===== config.mk =====
export PLATFORM = sky130hd
export DESIGN_NAME = seg7_scan_driver_flat
export DESIGN_NICKNAME = d
export VERILOG_FILES = /design/src/rtl/seg7_scan_driver_if.sv /design/src/rtl/seg7_scan_driver.sv /design/src/flat_wrapper.sv
export SDC_FILE = /design/constraint.sdc
export NUM_CORES = 1
export LEC_CHECK = 0
export BUFFER_PORTS_ARGS = -buffer_cell sky130_fd_sc_hd__buf_2
export CORE_MARGIN = 8
export CORE_UTILIZATION = 53
export CTS_BUF_LIST = sky130_fd_sc_hd__clkbuf_16
export CTS_CLUSTER_DIAMETER = 40
export DETAILED_ROUTE_END_ITERATION = 10
export GPL_ROUTABILITY_DRIVEN = 0
export PLACE_DENSITY = 0.74
export SLEW_MARGIN = 10
export SYNTH_ARGS = -nofsm -noshare
export SYNTH_HDL_FRONTEND = slang
export SYNTH_SLANG_ARGS = --single-unit

===== constraint.sdc =====
create_clock -name clk -period 4.5 [get_ports clk]
set_input_delay 0 -clock clk [delete_from_list [all_inputs] [get_ports clk]]
set_output_delay 0 -clock clk [all_outputs]
set_load 0.05 [all_outputs]

===== src/rtl/seg7_scan_driver_if.sv =====
// Signal bundle between a BCD value source and the seven-segment scan driver.
// The source loads values and controls blanking; the driver returns segment/anode lines.
interface seg7_scan_driver_if;
  logic [15:0] bcd;
  logic        load;
  logic        blank;
  logic [6:0]  seg;
  logic [3:0]  ga;
  logic        frame;

  modport master (
    output bcd, load, blank,
    input  seg, ga, frame
  );

  modport slave (
    input  bcd, load, blank,
    output seg, ga, frame
  );
endinterface


===== src/rtl/seg7_scan_driver.sv =====
// Multiplexed 4-digit seven-segment driver with frame-synchronous value commit,
// optional leading-zero blanking and registered active-low outputs.
module seg7_scan_driver #(
  parameter int unsigned SCAN_DIV = 50000,
  parameter int unsigned BLANK_LZ = 1
) (
  input logic                clk,
  input logic                rst,
  seg7_scan_driver_if.slave  bus
);

  localparam int unsigned    CntW   = (SCAN_DIV > 1) ? $clog2(SCAN_DIV) : 1;
  localparam logic [CntW-1:0] CntMax = CntW'(SCAN_DIV - 1);

  logic [CntW-1:0] div_cnt_q, div_cnt_d;
  logic [1:0]      idx_q, idx_d;
  logic [15:0]     disp_val_q, disp_val_d;
  logic [15:0]     pend_val_q, pend_val_d;
  logic            pend_q, pend_d;
  logic            commit_q, commit_d;
  logic [6:0]      seg_q, seg_d;
  logic [3:0]      ga_q, ga_d;
  logic            frame_q, frame_d;

  logic       tick;
  logic [3:0] nibble;
  logic       lead_zero;
  logic [6:0] dec;

  always_comb begin
    tick      = (div_cnt_q == CntMax);
    commit_d  = tick && (idx_q == 2'd3);
    div_cnt_d = tick ? '0 : div_cnt_q + CntW'(1);
    idx_d     = tick ? idx_q + 2'd1 : idx_q;

    disp_val_d = disp_val_q;
    pend_val_d = pend_val_q;
    pend_d     = pend_q;
    // A load coinciding with the commit bypasses the pending buffer.
    if (bus.load) begin
      if (commit_d) begin
        disp_val_d = bus.bcd;
        pend_d     = 1'b0;
      end else begin
        pend_val_d = bus.bcd;
        pend_d     = 1'b1;
      end
    end else if (commit_d && pend_q) begin
      disp_val_d = pend_val_q;
      pend_d     = 1'b0;
    end
  end

  always_comb begin
    nibble = disp_val_q[{idx_q, 2'b00} +: 4];

    lead_zero = 1'b0;
    unique case (idx_q)
      2'd3:    lead_zero = (disp_val_q[15:12] == 4'd0);
      2'd2:    lead_zero = (disp_val_q[15:8] == 8'd0);
      2'd1:    lead_zero = (disp_val_q[15:4] == 12'd0);
      default: lead_zero = 1'b0;
    endcase

    case (nibble)
      4'd0:    dec = 7'b1000000;
      4'd1:    dec = 7'b1111001;
      4'd2:    dec = 7'b0100100;
      4'd3:    dec = 7'b0110000;
      4'd4:    dec = 7'b0011001;
      4'd5:    dec = 7'b0010010;
      4'd6:    dec = 7'b0000010;
      4'd7:    dec = 7'b1111000;
      4'd8:    dec = 7'b0000000;
      4'd9:    dec = 7'b0010000;
      default: dec = 7'b0111111;
    endcase

    if (bus.blank) begin
      seg_d = 7'h7F;
      ga_d  = 4'hF;
    end else begin
      seg_d = ((BLANK_LZ != 0) && lead_zero) ? 7'h7F : dec;
      ga_d  = ~(4'b0001 << idx_q);
    end
    // Delayed so the pulse lines up with the first digit0 output of the new frame.
    frame_d = commit_q;
  end

  always_ff @(posedge clk or posedge rst) begin
    if (rst) begin
      div_cnt_q  <= '0;
      idx_q      <= 2'd0;
      disp_val_q <= 16'd0;
      pend_val_q <= 16'd0;
      pend_q     <= 1'b0;
      commit_q   <= 1'b0;
      seg_q      <= 7'h7F;
      ga_q       <= 4'hF;
      frame_q    <= 1'b0;
    end else begin
      div_cnt_q  <= div_cnt_d;
      idx_q      <= idx_d;
      disp_val_q <= disp_val_d;
      pend_val_q <= pend_val_d;
      pend_q     <= pend_d;
      commit_q   <= commit_d;
      seg_q      <= seg_d;
      ga_q       <= ga_d;
      frame_q    <= frame_d;
    end
  end

  assign bus.seg   = seg_q;
  assign bus.ga    = ga_q;
  assign bus.frame = frame_q;

endmodule


===== src/flat_wrapper.sv =====
// flat-port wrapper written by rule: the top's interface ports become plain ports
module seg7_scan_driver_flat 
#(
  parameter int unsigned SCAN_DIV = 50000,
  parameter int unsigned BLANK_LZ = 1
)
  (clk, rst, bus_bcd, bus_load, bus_blank, bus_seg, bus_ga, bus_frame);
  seg7_scan_driver_if bus_i ();
  input logic clk;
  input logic rst;
  input wire logic [$bits(bus_i.bcd)-1:0] bus_bcd;
  input wire logic [$bits(bus_i.load)-1:0] bus_load;
  input wire logic [$bits(bus_i.blank)-1:0] bus_blank;
  output wire logic [$bits(bus_i.seg)-1:0] bus_seg;
  output wire logic [$bits(bus_i.ga)-1:0] bus_ga;
  output wire logic [$bits(bus_i.frame)-1:0] bus_frame;
  assign bus_i.bcd = bus_bcd;
  assign bus_i.load = bus_load;
  assign bus_i.blank = bus_blank;
  assign bus_seg = bus_i.seg;
  assign bus_ga = bus_i.ga;
  assign bus_frame = bus_i.frame;
  seg7_scan_driver #(.SCAN_DIV(SCAN_DIV), .BLANK_LZ(BLANK_LZ)) u_core (.clk(clk), .rst(rst), .bus(bus_i));
endmodule

==> results of run 1 <==
## state kept, by name, indices dropped and copies added (netlist names)
name               flops
u_core.div_cnt_q      16
u_core.bus.ga          4
u_core.pend_val_q     16
u_core.bus.frame       1
u_core.commit_q        1
u_core.disp_val_q     16
u_core.idx_q           2
u_core.bus.seg         7
u_core.pend_q          1
## logic make-up after synthesis
group,Yosys count
XOR/XNOR,12
flip-flops,64
multiplexers,23
AND/OR/NAND/NOR,75
buffers and inverters,21
AO/OA/AOI/OAI,50
adder cells (fa/ha/maj),11
## worst max-delay path: stages, from the launching register on
cell	delay, ns
dfrtp_1	0.38
ha_1	0.21
and3_1	0.27
and4_1	0.48
nand3b_1	0.54
o2bb2ai_1	0.29
## power groups by stage
stage                     registers, mW  logic, mW  clock network, mW
after floorplan                   0.648     0.0777                  0
after global placement            0.630      0.126                  0
after detailed placement          0.630      0.129                  0
after CTS                         0.622      0.141              0.733
after global routing              0.625      0.155              0.756
final                             0.622      0.140              0.723
## final cells by class
| type | count | area (µm²) | share of cell area [%] |
|---|---|---|---|
| sequential | 64 | 1620 | 42.0 |
| multi-input combinational | 171 | 1440 | 37.4 |
| timing repair buffer | 50 | 343 | 8.91 |
| clock buffer | 9 | 225 | 5.85 |
| tap | 75 | 93.8 | 2.44 |
| clock inverter | 6 | 85.1 | 2.21 |
| inverter | 12 | 45.0 | 1.17 |
## routing by layer
layer / track usage, % / vias to the layer above / part of all wire [%]
met5: 0 / - / 0
met4: 7.38 / 0 / 1.9
met3: 5.77 / 14 / 5.5
met2: 27.7 / 46 / 51
met1: 17.9 / 1045 / 42
li1: - / 1032 / -
## path summary, 6_finish.rpt
| kind | start | endpoint |
|---|---|---|
| min reg2reg | u_core.commit_q$_DFF_PP0_ | u_core.bus.frame$_DFF_PP0_ |
| min in group asynchronous | rst | u_core.div_cnt_q[7]$_DFF_PP0_ |
| max | u_core.div_cnt_q[0]$_DFF_PP0_ | u_core.disp_val_q[10]$_DFFE_PP0P_ |
| max reg2reg | u_core.div_cnt_q[0]$_DFF_PP0_ | u_core.disp_val_q[10]$_DFFE_PP0P_ |
| min | bus_load | u_core.pend_q$_DFFE_PP0P_ |
| max in group asynchronous | rst | u_core.pend_val_q[10]$_DFFE_PP0P_ |
## cells in the final DEF (no fill, tap or decap), types with 10 or more instances in the layout
master         count
and3b_1           16
nor2_1            15
mux2_4            10
o2bb2ai_1         16
nand2_1           14
dlygate4sd3_1     18
buf_2             31
dfstp_2           11
dfrtp_1           53
ha_1              11
inv_1             11
a21oi_1           18
## repair_timing
item	4_1_cts	5_1_grt
hold buffers	18	0
endpoints found under the hold margin	87	0
buffers inserted	0	0
==> results by group, run 1 <==
Global routing
  • Initial antenna violation count: 0
  • GRT Overall Usage: ~16%
  • Vias in the first global route: 2371
  • Largest net degree at the start of global routing: 65
  • Global-route wire length before repair: 11.1 mm
  • Overflow after GRT: 0

Synth
  • Post-synthesis xor/xnor area fraction: 3.33%
  • Main synth FF type: dfrtp_1
  • Syn Nets: 287
  • Post-synth EDFFs: 0
  • Most instantiated cells after synthesis: 53 x dfrtp_1, 18 x a21oi_1, 16 x and3b_1, 16 x o2bb2ai_1, 15 x nor2_1
  • Async SR Flop Fraction: 100%
  • Largest cells by area after synthesis: dfrtp_1 42%, dfstp_2 9.1%, mux2_4 4.8%, and3b_1 4.4%, o2bb2ai_1 4.4%
  • Top-count cell post-synth: dfrtp_1
  • Post-Synth Adder-Cell Area: 4.35%
  • Synth Area in Compound Gates: 11.5%
  • Synth cell types: 46
  • Sequential share of the synthesized area: 51.1%
  • Synth Cell Area: 0.00316 mm²
  • Synth Area in Simple Gates: 15.7%
  • Mux cell area share after synthesis: 10.7%
  • Yosys Warn Count: 0
  • Largest family of logic cells by synthesized area: simple AND/OR/NAND/NOR gates
  • Syn Inst Count: between 200 and 300
  • Largest area contributor in the netlist: dfrtp_1
  • Yosys reg bits: 64
  • Avg Inst Size Synth: 12.3 µm²
  • Post-synth top area share: between 40% and 50%

CTS
  • CTS buffer count: 9
  • PostCTS Resize Cnt: 0
  • CTS Buffer Depth: 2
  • CTS tree: yes
  • Clock root buffer master: clkbuf_16
  • H-tree levels: 3
  • CTS sink cnt: 64
  • Worst-path clk slew: 0.05 ns
  • Clock latency on the worst-skew pair: 0.33 ns

Placement
  • Post-DP Area: approximately 0.0034 mm²
  • IO Port Bufs: 31
  • Post-Place Worst Slack: 2.15 ns
  • DP Wirelength: 4.09 mm
  • Post-placement cell count: about 350

Critical path
  • Crit Path Max Fanout: 16
  • Crit Path Category: flip-flop to flip-flop
  • R2R cell count: 5
  • Worst Path Required: 4.69 ns
  • R2R Setup Slk: 2.19 ns
  • Type of origin of the critical path: flip-flop
  • Worst Setup End Kind: flip-flop
  • Critical path arrival: 2.51 ns

Floorplan
  • Die height: 93.2 µm
  • Die Wd: 93.2 µm
  • Full die area: 0.00869 mm²
  • CORE AREA: 0.00585 mm²
  • Boundary Pins: 32
  • Initial Util: 54.0%
  • Row count: 28

Timing
  • PnR worst setup slack: 2.19 ns
  • Final hold violation count: 0
  • Total negative slack: 0 ns
  • Worst clock skew: 0.00893 ns
  • Tmin final: between 2 and 2.5 ns
  • Final Cycle Share: 51.4%
  • Slew at the pin closest to its max-slew limit: about 0.8 ns
  • Achievable Freq: 0.432 GHz
  • Worst rel slew slack: 47.3%
  • Worst hold slack: 0.244 ns
  • Pins over their slew limit: 0
  • RSZ-0062 raised after global routing: false
  • Final setup vio count: 0

Worst hold path
  • Worst Hold Depth: 3
  • Min-delay worst type: input port to flip-flop

Routing
  • Number of DRC markers in iteration 0: between 90 and 100
  • Vias per cell: 5.52
  • Drt first pass iters: 4
  • Routed WL: approximately 6.2 mm
  • DRC viols: 0
  • Detail Route Antenna Nets: 0
  • Routed via count: between 2000 and 2500
  • Routed wire per std cell: ~16 µm

Finish
  • Final core utilization: between 60 and 70%
  • Layout Cells excl Fill: ~390
  • Nets@finish: 339
  • Layout cells sized above 1: 28.2%
  • Antenna diode count: 0
  • Area delta synth->final: 21.7%
  • Final instance area: 0.00385 mm²
  • Fillers: roughly 430

Power
  • Power Total: 1.48 mW
  • Sw Ratio: 22.4%
  • Int Pwr: approximately 1.2 mW
  • Clock power frac: 48.7%
  • Leak: 1.73 nW
  • Reg power frac: around two fifths
  • Switching Power: 332 µW
  • Comb pwr share: 9.4%
  • P per Cell Area: 386 mW/mm²
  • Worst VDD drop: 0.000303 V

Job
  • Maxcap violations: 0

Status
  • Outcome: finished clean
Power figures use the tool's default switching activity.
==> inputs of run 2 (changes only) <==
Settings changed: PLACE_DENSITY 0.74 to 0.77.
Clock period 4.5 ns to 2.1 ns, I/O delays scaled along.
==> results by group, run 2 (synthesis results as in run 1) <==
Global routing
  • Largest net degree at the start of global routing: 65 (unchanged)
  • GRT Overall Usage: 16.1% (was 16.3%)
  • Overflow after GRT: 0 (unchanged)
  • Initial antenna violation count: 0 (unchanged)
  • Vias in the first global route: 2326 (was 2371)
  • Global-route wire length before repair: 11.1 mm (about the same)

Floorplan
  • Row count: 28 (unchanged)
  • Full die area: 0.00869 mm² (unchanged)
  • CORE AREA: 0.00585 mm² (unchanged)
  • Die Wd: 93.2 µm (unchanged)
  • Initial Util: 54.0% (unchanged)
  • Die height: 93.2 µm (unchanged)
  • Boundary Pins: 32 (unchanged)

Critical path
  • R2r endpoint: u_core.bus.seg[4]$_DFF_PP1_ (was u_core.disp_val_q[10]$_DFFE_PP0P_)
  • Critical path arrival: 2.18 ns (was 2.51 ns)
  • R2R Setup Slk: 0.16 ns (was 2.19 ns)
  • Type of origin of the critical path: flip-flop (unchanged)
  • Setup crit end: u_core.bus.seg[4]$_DFF_PP1_ (was u_core.disp_val_q[10]$_DFFE_PP0P_)
  • Crit Path Category: flip-flop to flip-flop (unchanged)
  • Worst Path Required: 2.34 ns (was 4.69 ns)
  • R2R cell count: 7 (was 5)
  • Worst Setup SP: u_core.idx_q[0]$_DFFE_PP0N_ (was u_core.div_cnt_q[0]$_DFF_PP0_)
  • Crit Path Max Fanout: 7 (was 16)
  • FF-to-FF Start: u_core.idx_q[0]$_DFFE_PP0N_ (was u_core.div_cnt_q[0]$_DFF_PP0_)
  • Worst Setup End Kind: flip-flop (unchanged)

CTS
  • CTS Buffer Depth: 2 (unchanged)
  • Clock root buffer master: clkbuf_16 (unchanged)
  • CTS sink cnt: 64 (unchanged)
  • Worst-path clk slew: 0.05 ns (about the same)
  • # Post-CTS Setup Buffers: 0 (unchanged)
  • CTS buffer count: 9 (unchanged)
  • H-tree levels: 3 (unchanged)
  • CTS tree: yes (unchanged)
  • Clock latency on the worst-skew pair: 0.33 ns (about the same)

Routing
  • Routed via count: 2131 (was 2137)
  • Detail Route Antenna Nets: 0 (unchanged)
  • DRC viols: 0 (unchanged)
  • Routed WL: 6.38 mm (was 6.25 mm)
  • Drt first pass iters: 4 (unchanged)
  • Routed wire per std cell: 16.2 µm (was 16.1 µm)
  • Vias per cell: 5.41 (was 5.52)
  • Number of DRC markers in iteration 0: 116 (was 99)

Job
  • Maxcap violations: 0 (unchanged)

Timing
  • Slew at the pin closest to its max-slew limit: 0.771 ns (was 0.791 ns)
  • RSZ-0062 raised after global routing: false (unchanged)
  • Final Cycle Share: 92.2% (was 51.4%)
  • Worst clock skew: 0.00563 ns (was 0.00893 ns)
  • Final setup vio count: 0 (unchanged)
  • Pins over their slew limit: 0 (unchanged)
  • Tmin final: 1.94 ns (was 2.31 ns)
  • Achievable Freq: 0.516 GHz (was 0.432 GHz)
  • Total negative slack: 0 ns (unchanged)
  • Worst rel slew slack: 48.6% (was 47.3%)
  • Final hold violation count: 0 (unchanged)

Status
  • Outcome: finished clean (unchanged)

Worst hold path
  • Min-delay worst type: input port to flip-flop (unchanged)

Power
  • Int Pwr: 2.22 mW (was 1.15 mW)
  • Clock power frac: 43.6% (was 48.7%)
  • Sw Ratio: 23.8% (was 22.4%)
  • Worst VDD drop: 0.000531 V (was 0.000303 V)
  • Leak: 1.74 nW (was 1.73 nW)
  • P per Cell Area: 757 mW/mm² (was 386 mW/mm²)
  • Comb pwr share: 10.6% (was 9.4%)
  • Reg power frac: 45.8% (was 41.9%)
  • Switching Power: 693 µW (was 332 µW)

Finish
  • Final instance area: 0.00385 mm² (about the same)
  • Layout cells sized above 1: 28.8% (was 28.2%)
  • Fillers: 434 (was 427)
  • Biggest regs: u_core.disp_val_q: 16 flops, u_core.div_cnt_q: 16 flops, u_core.pend_val_q: 16 flops (unchanged)
  • Nets@finish: 345 (was 339)
  • Area delta synth->final: 21.9% (was 21.7%)
  • Antenna diode count: 0 (unchanged)
  • Most common cell after layout, fill and taps aside: dfrtp_1 (unchanged)
  • Commonest cells after routing, fill and taps aside: 52 x dfrtp_1, 31 x buf_2, 18 x a21oi_1, 18 x dlygate4sd3_1 (was 53 x dfrtp_1, 31 x buf_2, 18 x a21oi_1, 18 x dlygate4sd3_1)

Placement
  • Post-DP Area: 0.00341 mm² (was 0.00336 mm²)
  • DP Wirelength: 4.28 mm (was 4.09 mm)
  • IO Port Bufs: 31 (unchanged)
## run 2: cell count changes in the layout (fill, tap and decap cells not counted), sizes merged
cell	change
bufinv	-2
clkinv	+2
buf	+6
inv	+1
## run 2: critical path, cell delays in order (launching register included)
cell     delay, ns
dfrtp_2       0.47
mux4_2        0.57
inv_1         0.12
ha_1          0.15
inv_1         0.05
mux2_1        0.30
o22ai_1       0.13
nand2_1       0.07
## run 2: metrics by stage
stage | power (mW) | instances | worst slack, ns | hold WS (ns) | util [%]
3_3_place_gp | 1.63 | 360 | 0.154 | 0.246 | 58.4
4_1_cts | 2.95 | 394 | 0.0576 | 0.234 | 65.8
5_1_grt | 3.04 | 394 | 0.0339 | 0.287 | 65.8
3_5_place_dp | 1.64 | 360 | 0.0740 | 0.254 | 58.4
6_report | 2.91 | 394 | 0.164 | 0.240 | 65.8
2_1_floorplan | 1.56 | 256 | 0.215 | 0.110 | -
## run 2: what timing repair did
action / in CTS / in global routing
endpoints found under the hold margin: 85 / 0
hold buffers: 18 / 0
gates resized for setup: 0 / 1
endpoints found under the setup margin: 0 / 3
## run 2: power by group through the flow
stage | sequential, mW | combinational [mW] | clock (mW)
6_report | 1.34 | 0.308 | 1.27
5_1_grt | 1.34 | 0.337 | 1.36
4_1_cts | 1.34 | 0.310 | 1.31
3_5_place_dp | 1.35 | 0.284 | 0
3_3_place_gp | 1.35 | 0.275 | 0
2_1_floorplan | 1.39 | 0.166 | 0
## run 2: cell type report
class,instances,area [µm²],share of cell area (%)
repair buffers,56,400,10.4
flip-flops and latches,64,1620,42.0
multi-input cells,171,1440,37.4
well taps,75,93.8,2.44
clock inverters,7,31.3,0.812
clock buffers,9,225,5.85
inverters,12,45.0,1.17
## run 2: worst min path at each step
stage               cells past startpoint       start                                to  slack, ns
CTS                                     3    bus_load         u_core.pend_q$_DFFE_PP0P_       0.23
global route                            3    bus_load         u_core.pend_q$_DFFE_PP0P_       0.29
floorplan                               1   bus_blank        u_core.bus.ga[0]$_DFF_PP1_       0.11
finish                                  3    bus_load         u_core.pend_q$_DFFE_PP0P_       0.24
detailed placement                      2  bus_bcd[1]  u_core.pend_val_q[1]$_DFFE_PP0P_       0.25
global placement                        2  bus_bcd[1]  u_core.pend_val_q[1]$_DFFE_PP0P_       0.25
## run 2: per-layer routing
metal	share of wire [%]	global-route usage (%)	vias to the layer above	wire length [µm]
met2	54	27.8	34	3420
met1	41	18.1	1047	2640
li1	-	-	1042	-
met3	4.1	5.21	8	261
met5	0	0	-	0
met4	0.86	5.64	0	55
==> inputs of run 3 (changes only) <==
Settings changed: CTS_CLUSTER_DIAMETER 40 to 30, RECOVER_POWER set to 50.
==> results by group, run 3 (synthesis results as in run 1) <==
Critical path
  • Crit Path Max Fanout: 7 (unchanged)
  • Slowest-stage cell, CP: mux4_2 (unchanged)
  • Sequence of cells on the critical path: mux4_2 -> inv_1 -> ha_1 -> inv_1 -> mux2_1 -> o22ai_1 -> nand2_1 (unchanged)
  • Critical path arrival: 2.18 ns (about the same)
  • Worst Path Required: 2.34 ns (about the same)
  • Type of origin of the critical path: flip-flop (unchanged)
  • Worst path max stage delay: 0.57 ns (about the same)
  • CP top delay family: multiplexers (unchanged)
  • Most used cell, CP: inv_1 (unchanged)
  • Crit Path Category: flip-flop to flip-flop (unchanged)
  • Worst Setup End Kind: flip-flop (unchanged)
  • Number of buffers and inverters on the critical path: 2 (unchanged)

Global routing
  • Overflow after GRT: 0 (unchanged)
  • Largest net degree at the start of global routing: 65 (unchanged)
  • Initial antenna violation count: 0 (unchanged)
  • GRT Overall Usage: 16.1% (unchanged)
  • Vias in the first global route: 2326 (unchanged)
  • Global-route wire length before repair: 11.1 mm (unchanged)

Placement
  • Post-DP Area: 0.00341 mm² (unchanged)
  • DP Wirelength: 4.28 mm (unchanged)
  • IO Port Bufs: 31 (unchanged)

Timing
  • RSZ-0062 raised after global routing: false (unchanged)
  • Pins over their slew limit: 0 (unchanged)
  • Slew at the pin closest to its max-slew limit: 1.49 ns (was 0.771 ns)
  • Achievable Freq: 0.516 GHz (about the same)
  • Total negative slack: 0 ns (unchanged)
  • Final hold violation count: 0 (unchanged)
  • Final setup vio count: 0 (unchanged)
  • Final Cycle Share: 92.3% (was 92.2%)
  • Worst rel slew slack: 0.803% (was 48.6%)
  • Worst clock skew: 0.00570 ns (was 0.00563 ns)
  • Tmin final: 1.94 ns (about the same)

Finish
  • Layout cells sized above 1: 27.0% (was 28.8%)
  • Antenna diode count: 0 (unchanged)
  • Commonest cells after routing, fill and taps aside: 52 x dfrtp_1, 27 x buf_2, 18 x a21oi_1, 18 x dlygate4sd3_1 (was 52 x dfrtp_1, 31 x buf_2, 18 x a21oi_1, 18 x dlygate4sd3_1)
  • Biggest regs: u_core.disp_val_q: 16 flops, u_core.div_cnt_q: 16 flops, u_core.pend_val_q: 16 flops (unchanged)
  • Most common cell after layout, fill and taps aside: dfrtp_1 (unchanged)
  • Final instance area: 0.00384 mm² (was 0.00385 mm²)
  • Area delta synth->final: 21.5% (was 21.9%)
  • Nets@finish: 345 (unchanged)

Routing
  • DRC viols: 0 (unchanged)
  • Routed wire per std cell: 16.2 µm (about the same)
  • Drt first pass iters: 4 (unchanged)
  • Detail Route Antenna Nets: 0 (unchanged)
  • Number of DRC markers in iteration 0: 120 (was 116)
  • Routed via count: 2155 (was 2131)
  • Vias per cell: 5.47 (was 5.41)
  • Routed WL: 6.39 mm (was 6.38 mm)

Floorplan
  • Boundary Pins: 32 (unchanged)
  • Die Wd: 93.2 µm (unchanged)
  • CORE AREA: 0.00585 mm² (unchanged)
  • Initial Util: 54.0% (unchanged)
  • Die height: 93.2 µm (unchanged)
  • Row count: 28 (unchanged)
  • Full die area: 0.00869 mm² (unchanged)

Status
  • Outcome: finished, violations left (was finished clean)
  • Failing checks: capacitance limit

Power
  • Worst VDD drop: 0.000531 V (about the same)
  • P per Cell Area: 758 mW/mm² (was 757 mW/mm²)
  • Leak: 1.72 nW (was 1.74 nW)

CTS
  • Worst-path clk slew: 0.05 ns (about the same)
  • CTS tree: yes (unchanged)
  • Clock root buffer master: clkbuf_16 (unchanged)
  • H-tree levels: 3 (unchanged)
  • CTS Buffer Depth: 2 (unchanged)
  • CTS sink cnt: 64 (unchanged)
  • CTS buffer count: 9 (unchanged)
  • Clock latency on the worst-skew pair: 0.32 ns (was 0.33 ns)

Worst hold path
  • Min-delay worst type: input port to flip-flop (unchanged)

Job
  • Maxcap violations: 1 (was 0)
[run 3: worst paths after layout]
path / start / endpoint / slack, ns / cells past startpoint
setup reg to reg: u_core.idx_q[0]$_DFFE_PP0N_ / u_core.bus.seg[4]$_DFF_PP1_ / 0.16 / 7
min in group asynchronous: rst / u_core.div_cnt_q[5]$_DFF_PP0_ / 0.72 / 4
hold / removal: bus_load / u_core.pend_q$_DFFE_PP0P_ / 0.24 / 3
hold reg to reg: u_core.commit_q$_DFF_PP0_ / u_core.bus.frame$_DFF_PP0_ / 0.35 / 0
max in group asynchronous: rst / u_core.idx_q[0]$_DFFE_PP0N_ / 0.41 / 4
setup / recovery: u_core.idx_q[0]$_DFFE_PP0N_ / u_core.bus.seg[4]$_DFF_PP1_ / 0.16 / 7
[run 3: stage by stage]
stage,total power [mW],worst slack (ns),instances,hold slack [ns],util (%)
6_report,2.91,0.161,394,0.243,65.7
3_3_place_gp,1.63,0.154,360,0.246,58.4
3_5_place_dp,1.64,0.0740,360,0.254,58.4
5_1_grt,3.04,0.0332,394,0.287,65.7
2_1_floorplan,1.56,0.215,256,0.110,-
4_1_cts,2.95,0.0576,394,0.234,65.8
[run 3: layer usage]
layer	track usage (%)	wire length, µm	vias up
li1	-	-	1045
met2	27.8	3420	42
met1	18.1	2640	1060
met4	5.64	55	0
met3	5.21	275	8
met5	0	0	-
[run 3: area by class of cell]
| class | count | area [µm²] |
|---|---|---|
| multi-input combinational | 171 | 1440 |
| tap | 75 | 93.8 |
| clock inverter | 7 | 31.3 |
| timing repair buffer | 56 | 389 |
| sequential | 64 | 1620 |
| inverter | 12 | 45.0 |
| fill | 439 | 2010 |
| clock buffer | 9 | 225 |
[run 3: timing repair]
action | CTS | global route
hold buffers | 18 | 0
setup endpoints to repair | 0 | 3
setup buffers | 0 | 0
endpoints found under the hold margin | 85 | 0
resized for setup | 0 | 1
[run 3: worst min-delay path: cells and delay by family]
family                 cells  cell delay [ns]
buffers and inverters      1             0.27
and+or+nand+nor            2             0.25
[run 3: where the power goes]
| part | switching (mW) | internal (mW) | total, mW |
|---|---|---|---|
| registers | 0.0329 | 1.30 | 1.34 |
| clock network | 0.494 | 0.773 | 1.27 |
| logic | 0.162 | 0.144 | 0.307 |
| total | 0.690 | 2.22 | 2.91 |
